$ cat config.mk
export PLATFORM = sky130hd
export DESIGN_NAME = alu_arbiter
export DESIGN_NICKNAME = d
export VERILOG_FILES = /design/src/rtl/alu_arbiter.sv
export SDC_FILE = /design/constraint.sdc
export NUM_CORES = 1
export LEC_CHECK = 0
export CAP_MARGIN = 20
export CELL_PAD_IN_SITES_DETAIL_PLACEMENT = 1
export CELL_PAD_IN_SITES_GLOBAL_PLACEMENT = 1
export CORE_MARGIN = 2
export CORE_UTILIZATION = 34
export CTS_BUF_LIST = sky130_fd_sc_hd__clkbuf_2
export DETAILED_ROUTE_END_ITERATION = 10
export HOLD_SLACK_MARGIN = 0.08
export PLACE_DENSITY = 0.87
export SETUP_SLACK_MARGIN = 0.1
export SLEW_MARGIN = 20
export SYNTH_ARGS = -nofsm -noshare
export SYNTH_HDL_FRONTEND = slang
export SYNTH_SLANG_ARGS = --single-unit
$ cat constraint.sdc
create_clock -name clk -period 5.5 [get_ports clk]
set_input_delay 1.1 -clock clk [delete_from_list [all_inputs] [get_ports clk]]
set_output_delay 1.1 -clock clk [all_outputs]
set_load 0.005 [all_outputs]
$ cat src/rtl/alu_arbiter.sv
// Two-requester front end for a multi-cycle ALU: round-robin grant, one op in flight,
// fixed-latency result capture and a one-cycle response strobe back to the grantee.
module alu_arbiter #(
    parameter int unsigned ALU_LAT = 2
) (
    input  logic       clk,
    input  logic       rst,
    input  logic       req0_valid,
    input  logic [2:0] req0_op,
    input  logic [7:0] req0_a,
    input  logic [7:0] req0_b,
    input  logic       req1_valid,
    input  logic [2:0] req1_op,
    input  logic [7:0] req1_a,
    input  logic [7:0] req1_b,
    output logic       req0_ready,
    output logic       req1_ready,
    output logic       alu_on,
    output logic [2:0] alu_in_sel,
    output logic [7:0] alu_num1,
    output logic [7:0] alu_num2,
    output logic [6:0] alu_out_sel,
    input  logic [7:0] alu_out,
    output logic       rsp0_valid,
    output logic       rsp1_valid,
    output logic [7:0] rsp_data,
    output logic       rsp_err,
    output logic [1:0] state
);
    localparam logic [1:0] S_IDLE = 2'b00;
    localparam logic [1:0] S_LOAD = 2'b01;
    localparam logic [1:0] S_WAIT = 2'b10;
    localparam logic [1:0] S_DONE = 2'b11;
    localparam logic [2:0] OP_ILLEGAL = 3'd7;
    localparam logic [3:0] WAIT_INIT = 4'(ALU_LAT - 1);

    logic [1:0] state_q, state_d;
    logic [3:0] cnt_q, cnt_d;
    logic       last_q, last_d;
    logic       grantee_q, grantee_d;
    logic [7:0] num1_q, num1_d, num2_q, num2_d;
    logic [6:0] sel_q, sel_d;
    logic [7:0] rsp_data_q, rsp_data_d;
    logic       rsp_err_q, rsp_err_d;

    logic       grant0, grant1, accept;
    logic [2:0] acc_op;
    logic [7:0] acc_a, acc_b;

    // last_q high means requester 1 won the previous grant, so requester 0 wins a tie.
    assign grant0     = req0_valid && (!req1_valid || last_q);
    assign grant1     = req1_valid && !grant0;
    assign req0_ready = (state_q == S_IDLE) && grant0;
    assign req1_ready = (state_q == S_IDLE) && grant1;
    assign accept     = req0_ready || req1_ready;
    assign acc_op     = grant1 ? req1_op : req0_op;
    assign acc_a      = grant1 ? req1_a  : req0_a;
    assign acc_b      = grant1 ? req1_b  : req0_b;

    always_comb begin
        state_d    = state_q;
        cnt_d      = cnt_q;
        last_d     = last_q;
        grantee_d  = grantee_q;
        num1_d     = num1_q;
        num2_d     = num2_q;
        sel_d      = sel_q;
        rsp_data_d = rsp_data_q;
        rsp_err_d  = rsp_err_q;
        case (state_q)
            S_IDLE: begin
                if (accept) begin
                    last_d    = grant1;
                    grantee_d = grant1;
                    if (acc_op == OP_ILLEGAL) begin
                        // Illegal ops bypass the ALU entirely and answer straight away.
                        state_d    = S_DONE;
                        rsp_data_d = 8'h00;
                        rsp_err_d  = 1'b1;
                    end else begin
                        state_d = S_LOAD;
                        num1_d  = acc_a;
                        num2_d  = acc_b;
                        sel_d   = 7'b1000000 >> acc_op;
                    end
                end
            end
            S_LOAD: begin
                state_d = S_WAIT;
                cnt_d   = WAIT_INIT;
            end
            S_WAIT: begin
                if (cnt_q == 4'd0) begin
                    state_d    = S_DONE;
                    rsp_data_d = alu_out;
                    rsp_err_d  = 1'b0;
                end else begin
                    cnt_d = cnt_q - 4'd1;
                end
            end
            default: state_d = S_IDLE;
        endcase
    end

    always_ff @(posedge clk or negedge rst) begin
        if (!rst) begin
            state_q    <= S_IDLE;
            cnt_q      <= 4'd0;
            last_q     <= 1'b1;
            grantee_q  <= 1'b0;
            num1_q     <= 8'h00;
            num2_q     <= 8'h00;
            sel_q      <= 7'd0;
            rsp_data_q <= 8'h00;
            rsp_err_q  <= 1'b0;
        end else begin
            state_q    <= state_d;
            cnt_q      <= cnt_d;
            last_q     <= last_d;
            grantee_q  <= grantee_d;
            num1_q     <= num1_d;
            num2_q     <= num2_d;
            sel_q      <= sel_d;
            rsp_data_q <= rsp_data_d;
            rsp_err_q  <= rsp_err_d;
        end
    end

    assign alu_on      = (state_q != S_IDLE);
    assign alu_in_sel  = (state_q == S_IDLE) ? 3'b001 :
                         (state_q == S_LOAD) ? 3'b010 : 3'b100;
    assign alu_num1    = num1_q;
    assign alu_num2    = num2_q;
    assign alu_out_sel = sel_q;
    assign rsp0_valid  = (state_q == S_DONE) && !grantee_q;
    assign rsp1_valid  = (state_q == S_DONE) && grantee_q;
    assign rsp_data    = rsp_data_q;
    assign rsp_err     = rsp_err_q;
    assign state       = state_q;
endmodule

### Word-level counts from Yosys, hierarchy flattened

Cells that the tools add are included.

| operators by class | value |
|---|---|
| add/subtract/negate cells | 1 |
| equal/unequal tests | 8 |
| shift-type cells | 1 |
| multiplexer cells | 19 |
| bitwise gates (word level) | 1 |
| reductions and logical operators | 21 |

Operators by type and width:

| cell | number |
|---|---|
| 2-to-1 mux 8 bit | 5 |
| one-hot mux 8 bit (2 select lines) | 1 |
| 2-to-1 mux 3 bit | 3 |
| inequality test 2 bit (second input constant) | 4 |
| one-hot mux 4 bit (2 select lines) | 1 |
| right shift 7 x 3 -> 7 bit (first input constant) | 1 |
| logical AND 1 bit | 6 |
| 2-to-1 mux 2 bit | 3 |
| one-hot mux 2 bit (3 select lines) | 1 |
| AND reduction 2 bit | 3 |
| nonzero test 2 bit | 3 |
| equality test 2 bit (second input constant) | 2 |
| zero test 4 bit | 1 |
| 2-to-1 mux 4 bit | 1 |
| AND reduction 4 bit | 1 |
| subtractor 4 x 1 -> 4 bit (second input constant) | 1 |
| equality test 3 bit (second input constant) | 1 |
| zero test 1 bit | 3 |
| 2-to-1 mux 1 bit | 3 |
| AND reduction 3 bit | 1 |
| equality test 2 x 1 -> 1 bit (second input constant) | 1 |
| zero test 2 bit | 1 |
| logical OR 1 bit | 2 |
| one-hot mux 1 bit (2 select lines) | 1 |
| NOT 1 bit | 1 |

| word-level totals | value |
|---|---|
| bits in registers | 40 |
| output and inout bits | 42 |
| logic and storage cells | 60 |

### Logic depth before layout (Yosys ltp)

Gate-level depths: netlist of run 1.

| logic depth | value |
|---|---|
| depth in word-level cells | 10 |
| depth in mapped cells | 8 |
| depth with buffers taken out | 6 |

### Worst setup path before layout of run 1

OpenSTA, ideal clock, no wires.

| timing path | value |
|---|---|
| kind | input to output |
| start point | input req1_valid |
| end point | output req1_ready |
| data arrival time | 1.752 ns |
| data required time | 4.400 ns |
| setup slack | 2.648 ns |
| stages on the path | 3 |
| buffers on the path | 1 |
| cells stage by stage | a21boi_4 > buf_4 > and2_1 |

| between the ends | value |
|---|---|
| cells in the longest elaborated chain, start to end | 6 |

RTL lines:

| item | line | source |
|---|---|---|
| start, declared | 12 | `input logic req1_valid,` |
| zero test 1 bit | 51 | `assign grant0 = req0_valid && (!req1_valid \|\| last_q);` |
| logical OR 1 bit | 51 |  |
| logical AND 1 bit | 51 |  |
| zero test 1 bit | 52 | `assign grant1 = req1_valid && !grant0;` |
| logical AND 1 bit * | 52 |  |
| logical AND 1 bit * | 54 | `assign req1_ready = (state_q == S_IDLE) && grant1;` |
| end, declared | 17 | `output logic req1_ready,` |

Mark *: on every way between the ends. The rest lies on a longest branch, timed or not.

### Final worst setup path of run 1

Ends and elaborated chain as after synthesis.

==> impl_metrics.py, run 1 <==
metrics = {
    "route": {
        "vias": 1792,
        "drc": 0,
        "ant_nets": 0,
        "drtIter0Drc": 28,
        "wl_per_cell_um": 15.4,
        "vias_per_cell": 4.94,
        "dr.pass1.iters": 4,
        "routed_wl_mm": 5.58,
    },
    "sta": {
        "fmax_ghz": 0.249,
        "setup_viol": 0,
        "layout_setup_ws_ns": 1.48,
        "fin_setup_tns_ns": 0,
        "period_share": 0.730,
        "max_slew_margin": 0.308,
        "post-route-min-period_ns": 4.02,
        "slew_violations": 0,
        "finClkSkew_ns": 0.0120,
        "hold_viol": 0,
        "rsz0062_at_grt": "no",
        "tightest_slew_ns": 1.04,
    },
    "min_path": {
        "min_path_type": "flop to flop",
    },
    "setup_path": {
        "worstPathRequired_ns": 4.40,
        "path_class": "input port to primary output",
        "cp_max_fo": 14,
        "start_kind": "input port",
        "critPathArrivalTime_ns": 2.92,
        "critPathCaptureType": "primary output",
    },
    "synthesis": {
        "synth_area_leader_cell": "dfrtp_1",
        "yosysWarnings": 0,
        "synth.avg_cell_area_um2": 10.4,
        "synth_compound_area_frac": 0.168,
        "yosys-top-cells-area": "dfrtp_1, mux2i_1, o21ai_0",
        "netlist_area_um2": 2060,
        "yosysSeqAreaShare": 0.487,
        "synth-xor-area-share": 0.00426,
        "ys_ff_latch": 40,
        "synth_top_family_by_area": "compound AO/OA/AOI/OAI gates",
        "syn-num-nets": 254,
        "synth_fa_ha_area_frac": 0.0426,
        "synth_top_area_share": 0.474,
        "synth_cell_types": 37,
        "synthMuxAreaShare": 0.165,
        "yosys.area_share.simple": 0.0802,
        "syn_inst": 197,
    },
    "die": {
        "design.core.area_um2": 5890,
        "start_util": 0.350,
        "die_w_um": 81.8,
        "die_h_um": 81.8,
        "die-area_um2": 6690,
        "io_pins": 92,
        "row_count": 28,
    },
    "clock_tree": {
        "clock-sinks": 40,
        "clock_latency_ns": 0.40,
        "numCtsBuffers": 5,
        "hold_buffers": 0,
        "ctsLongestPathBuffers": 2,
        "htreeDepth": 2,
        "post-cts-setup-buffers": 0,
        "clk_pin_slew_ns": 0.20,
        "root_buffer": "clkbuf_2",
        "cts_tree": "yes",
        "ctsResizeCount": 0,
    },
    "place": {
        "numPortBuffers": 91,
        "dp.cells": 356,
        "hpwlAfterDp_mm": 4.20,
        "gp_congestion": 0.783,
        "dp_slack_ns": 1.48,
    },
    "final_layout": {
        "antennaDiodeCount": 0,
        "area_growth_pct": 48.8,
        "fin_util": 0.520,
        "drive_gt1_frac": 0.0625,
        "fin_nets": 345,
        "layout_common_cells": "clkdlybuf4s50_1, dfrtp_1, o21ai_0",
        "stdcell_count": 363,
        "final_common_cell": "clkdlybuf4s50_1",
    },
    "global_routing": {
        "grt_pass1_wl_mm": 9.03,
        "grt_overflow": 0,
        "grt_pass1_vias": 1942,
        "grt_max_degree": 41,
        "grt_use_total": 0.179,
        "antenna_found_initial": 0,
    },
    "power": {
        "power.leakage_nw": 1.30,
        "power.density_nw_per_um2": 464,
        "peakVddDrop_mv": 0.193,
        "power_mw": 1.42,
    },
    "run": {
        "max_cap_viol_count": 0,
    },
    "outcome": {
        "outcome": "finished clean",
    },
}
-- synthesized netlist by cell type --
cell type and instances:
a32o_1 3, nand2b_1 1, nor2b_1 2, dfstp_2 1, nor3_1 2, inv_1 15
mux2_1 1, nor2_1 7, clkbuf_1 5, or2_1 1, buf_2 2, o31ai_1 2
clkbuf_2 1, mux2_4 1, a22o_1 1, mux2i_1 28, buf_4 1, ha_1 7
a2bb2oi_1 1, xnor2_1 1, a31oi_1 1, buf_6 1, a22oi_1 1, mux2_2 3
nor3b_1 2, a21boi_4 1, a221oi_2 1, nand3_1 3, o21ai_0 33, o21a_1 1
a21oi_1 7, dfrtp_1 39, nand2_1 13, a21o_1 2, or3_1 2, and2_1 2
o22ai_1 2
-- report_power, final --
part / switching (mW) / total (mW) / internal (mW)
sequential: 0.0842 / 0.513 / 0.429
clock: 0.0961 / 0.126 / 0.0303
combinational: 0.345 / 0.782 / 0.437
total: 0.525 / 1.42 / 0.896
-- path summary, 6_finish.rpt --
check                                          start                       to  slack [ns]  cells after the start
worst max register to register  cnt_q[0]$_DFFE_PN0P_      rsp_err$_DFFE_PN0P_        2.83                      6
worst min-delay path             rsp_err$_DFFE_PN0P_      rsp_err$_DFFE_PN0P_        0.53                      1
worst max-delay path                      req1_valid               req1_ready        1.48                      4
max in group asynchronous                        rst  alu_num2[0]$_DFFE_PN0P_        4.16                      1
min in group asynchronous                        rst     cnt_q[3]$_DFFE_PN0P_        0.78                      1
worst min register to register   rsp_err$_DFFE_PN0P_      rsp_err$_DFFE_PN0P_        0.53                      1
-- stage by stage --
stage / area [um^2] / hold slack [ns]
finish: 3060 / 0.528
detailed placement: 3030 / 0.484
CTS: 3060 / 0.535
floorplan: 2060 / 0.461
global placement: 3030 / 0.470
global route: 3060 / 0.552
-- logic make-up after synthesis --
group	Yosys count
flip-flops	40
AND/OR/NAND/NOR	35
AO/OA/AOI/OAI	56
adder cells (fa/ha/maj)	7
XOR/XNOR	1
multiplexers	33
buffers and inverters	25
-- area by class of cell --
type	instances	area (um^2)
Clock buffer	6	30.0
Clock inverter	1	5.00
Fill cell	667	2820
Inverter	15	56.3
Multi-Input combinational cell	132	947
Sequential cell	40	1000
Tap cell	75	93.8
Timing Repair Buffer	94	928
-- worst max-delay path, cell delays in order --
cell             delay [ns]
clkdlybuf4s50_1        0.54
a21boi_4               0.51
and2_1                 0.25
clkdlybuf4s50_1        0.51
-- state kept, by name, indices dropped and copies added (netlist names) --
register	flops
rsp_err	1
grantee_q	1
cnt_q	4
rsp_data	8
state	2
last_q	1
alu_out_sel	7
alu_num2	8
alu_num1	8
-- per-layer routing --
metal  wire, um  GRT usage  vias up
met3        350     0.0538        7
met5          0          0        -
li1           -          -      872
met1       2420      0.214      858
met2       2740      0.309       55
met4         71     0.0533        0
No activity file was read; power rests on OpenSTA's default activity.
==> inputs of run 2 (changes only) <==
Settings changed: CORE_UTILIZATION 34 to 32, PLACE_DENSITY 0.87 to 0.83.
Clock period 5.5 ns to 3.7 ns, I/O delays scaled along.
==> run 2 against run 1 <==
Against the previous run:
- utilization decreased by 3.0 points
- register-to-register slack got worse by 1.4 ns
- worst setup slack got worse by 0.72 ns
- flip-flop and latch count unchanged
- first-iteration DRC count increased by 130%
- hold slack got worse by 0.12 ns
- clock skew increased by 0.028 ns
- non-clock buffer count increased by 1
- largest power group unchanged
==> impl_metrics.py, run 2 (synthesized netlist as in run 1, its figures left out) <==
metrics = {
    "outcome": {
        "outcome": "finished clean",
    },
    "sta": {
        "setup_viol": 0,
        "hold_viol": 0,
        "tightest_slew_ns": 0.922,
        "period_share": 0.793,
        "rsz0062_at_grt": "no",
        "fmax_ghz": 0.341,
        "slew_violations": 0,
        "finClkSkew_ns": 0.0395,
        "max_slew_margin": 0.386,
        "fin_setup_tns_ns": 0,
        "post-route-min-period_ns": 2.93,
    },
    "place": {
        "gp_congestion": 0.740,
        "hpwlAfterDp_mm": 4.49,
        "numPortBuffers": 91,
        "placed_area_um2": 3040,
    },
    "clock_tree": {
        "root_buffer": "clkbuf_2",
        "clock-sinks": 40,
        "clock_latency_ns": 0.42,
        "cts_tree": "yes",
        "clk_pin_slew_ns": 0.24,
        "hold_buffers": 0,
        "numCtsBuffers": 5,
        "ctsLongestPathBuffers": 2,
        "post-cts-setup-buffers": 0,
        "ctsResizeCount": 0,
        "htreeDepth": 2,
    },
    "setup_path": {
        "cp_max_fo": 10,
        "slowest_delay_ns": 0.49,
        "critPathSlowestCell": "dfrtp_1",
        "timing.rr.start": "cnt_q[0]$_DFFE_PN0P_",
        "critPathCaptureType": "primary output",
        "critPathArrivalTime_ns": 2.19,
        "path_cells": "inv_1 > ha_1 > nand3_1 > inv_1 > clkdlybuf4s50_1",
        "crit_top_cell": "inv_1",
        "path_class": "flop to primary output",
        "worstPathRequired_ns": 2.96,
        "start_kind": "flop",
        "cp-startpoint": "state[0]$_DFFE_PN0P_",
    },
    "die": {
        "design.core.area_um2": 6280,
        "die_w_um": 84.2,
        "row_count": 29,
        "die_h_um": 84.2,
        "die-area_um2": 7090,
        "start_util": 0.328,
        "io_pins": 92,
    },
    "route": {
        "drtIter0Drc": 63,
        "ant_nets": 0,
        "wl_per_cell_um": 16.0,
        "vias": 1836,
        "vias_per_cell": 5.00,
        "dr.pass1.iters": 4,
        "drc": 0,
        "routed_wl_mm": 5.86,
    },
    "global_routing": {
        "grt_overflow": 0,
        "antenna_found_initial": 0,
        "grt_pass1_wl_mm": 9.94,
        "grt_pass1_vias": 2003,
        "grt_use_total": 0.175,
        "grt_max_degree": 41,
    },
    "power": {
        "power.leakage_nw": 1.30,
        "power.density_nw_per_um2": 696,
        "peakVddDrop_mv": 0.245,
    },
    "min_path": {
        "min_path_type": "input port to async pin",
    },
    "final_layout": {
        "stdcell_area_um2": 3080,
        "layout_common_cells": "clkdlybuf4s50_1, dfrtp_1, o21ai_0",
        "drive_gt1_frac": 0.0655,
        "final-seq-area_um2": 1000,
        "multi_input_area_um2": 947,
        "antennaDiodeCount": 0,
        "area_growth_pct": 49.6,
        "final_common_cell": "clkdlybuf4s50_1",
        "fin_nets": 346,
        "fillers": 713,
    },
    "run": {
        "max_cap_viol_count": 0,
    },
}
## run 2: final cells by class
class	instances	share of cell area
flip-flops and latches	40	0.325
multi-input cells	132	0.308
repair buffers	95	0.304
well taps	77	0.0313
inverters	15	0.0183
clock buffers	6	0.00975
clock inverters	2	0.00366
## run 2: where the power goes
part           internal [mW]  switching, mW
registers              0.638          0.133
logic                  0.656          0.521
clock network         0.0471          0.149
## run 2: critical path: cells and delay by family (launching register included)
kind                       cells  cell delay [ns]
adders and majority gates      1             0.39
buffers and inverters          3             0.69
DFF                            1             0.49
and+or+nand+nor                1             0.19
## run 2: path summary, 6_finish.rpt
| kind | endpoint | slack, ns | depth (start not counted) |
|---|---|---|---|
| setup reg to reg | rsp_data[6]$_DFFE_PN0P_ | 1.40 | 7 |
| min in group clk | rsp_err$_DFFE_PN0P_ | 0.53 | 1 |
| max in group asynchronous | alu_num2[1]$_DFFE_PN0P_ | 2.68 | 1 |
| hold reg to reg | rsp_err$_DFFE_PN0P_ | 0.53 | 1 |
| setup / recovery | req0_ready | 0.77 | 5 |
| hold / removal | alu_out_sel[4]$_DFFE_PN0P_ | 0.41 | 1 |
## run 2: through the flow
step / util / power (mW) / setup WS, ns / hold slack (ns) / cells
2_1_floorplan: - / 1.33 / 1.49 / 0.444 / 197
3_3_place_gp: 0.484 / 1.92 / 0.725 / 0.476 / 359
3_5_place_dp: 0.484 / 1.98 / 0.611 / 0.486 / 359
4_1_cts: 0.491 / 2.18 / 0.748 / 0.415 / 367
5_1_grt: 0.491 / 2.33 / 0.564 / 0.422 / 367
6_report: 0.491 / 2.14 / 0.766 / 0.410 / 367
## run 2: layer usage
layer / global-route usage / up-vias / share of wire
met5: 0 / - / 0
met4: 0.0323 / 0 / 0.0056
met3: 0.0580 / 3 / 0.066
met2: 0.306 / 57 / 0.51
met1: 0.211 / 904 / 0.41
li1: - / 872 / -
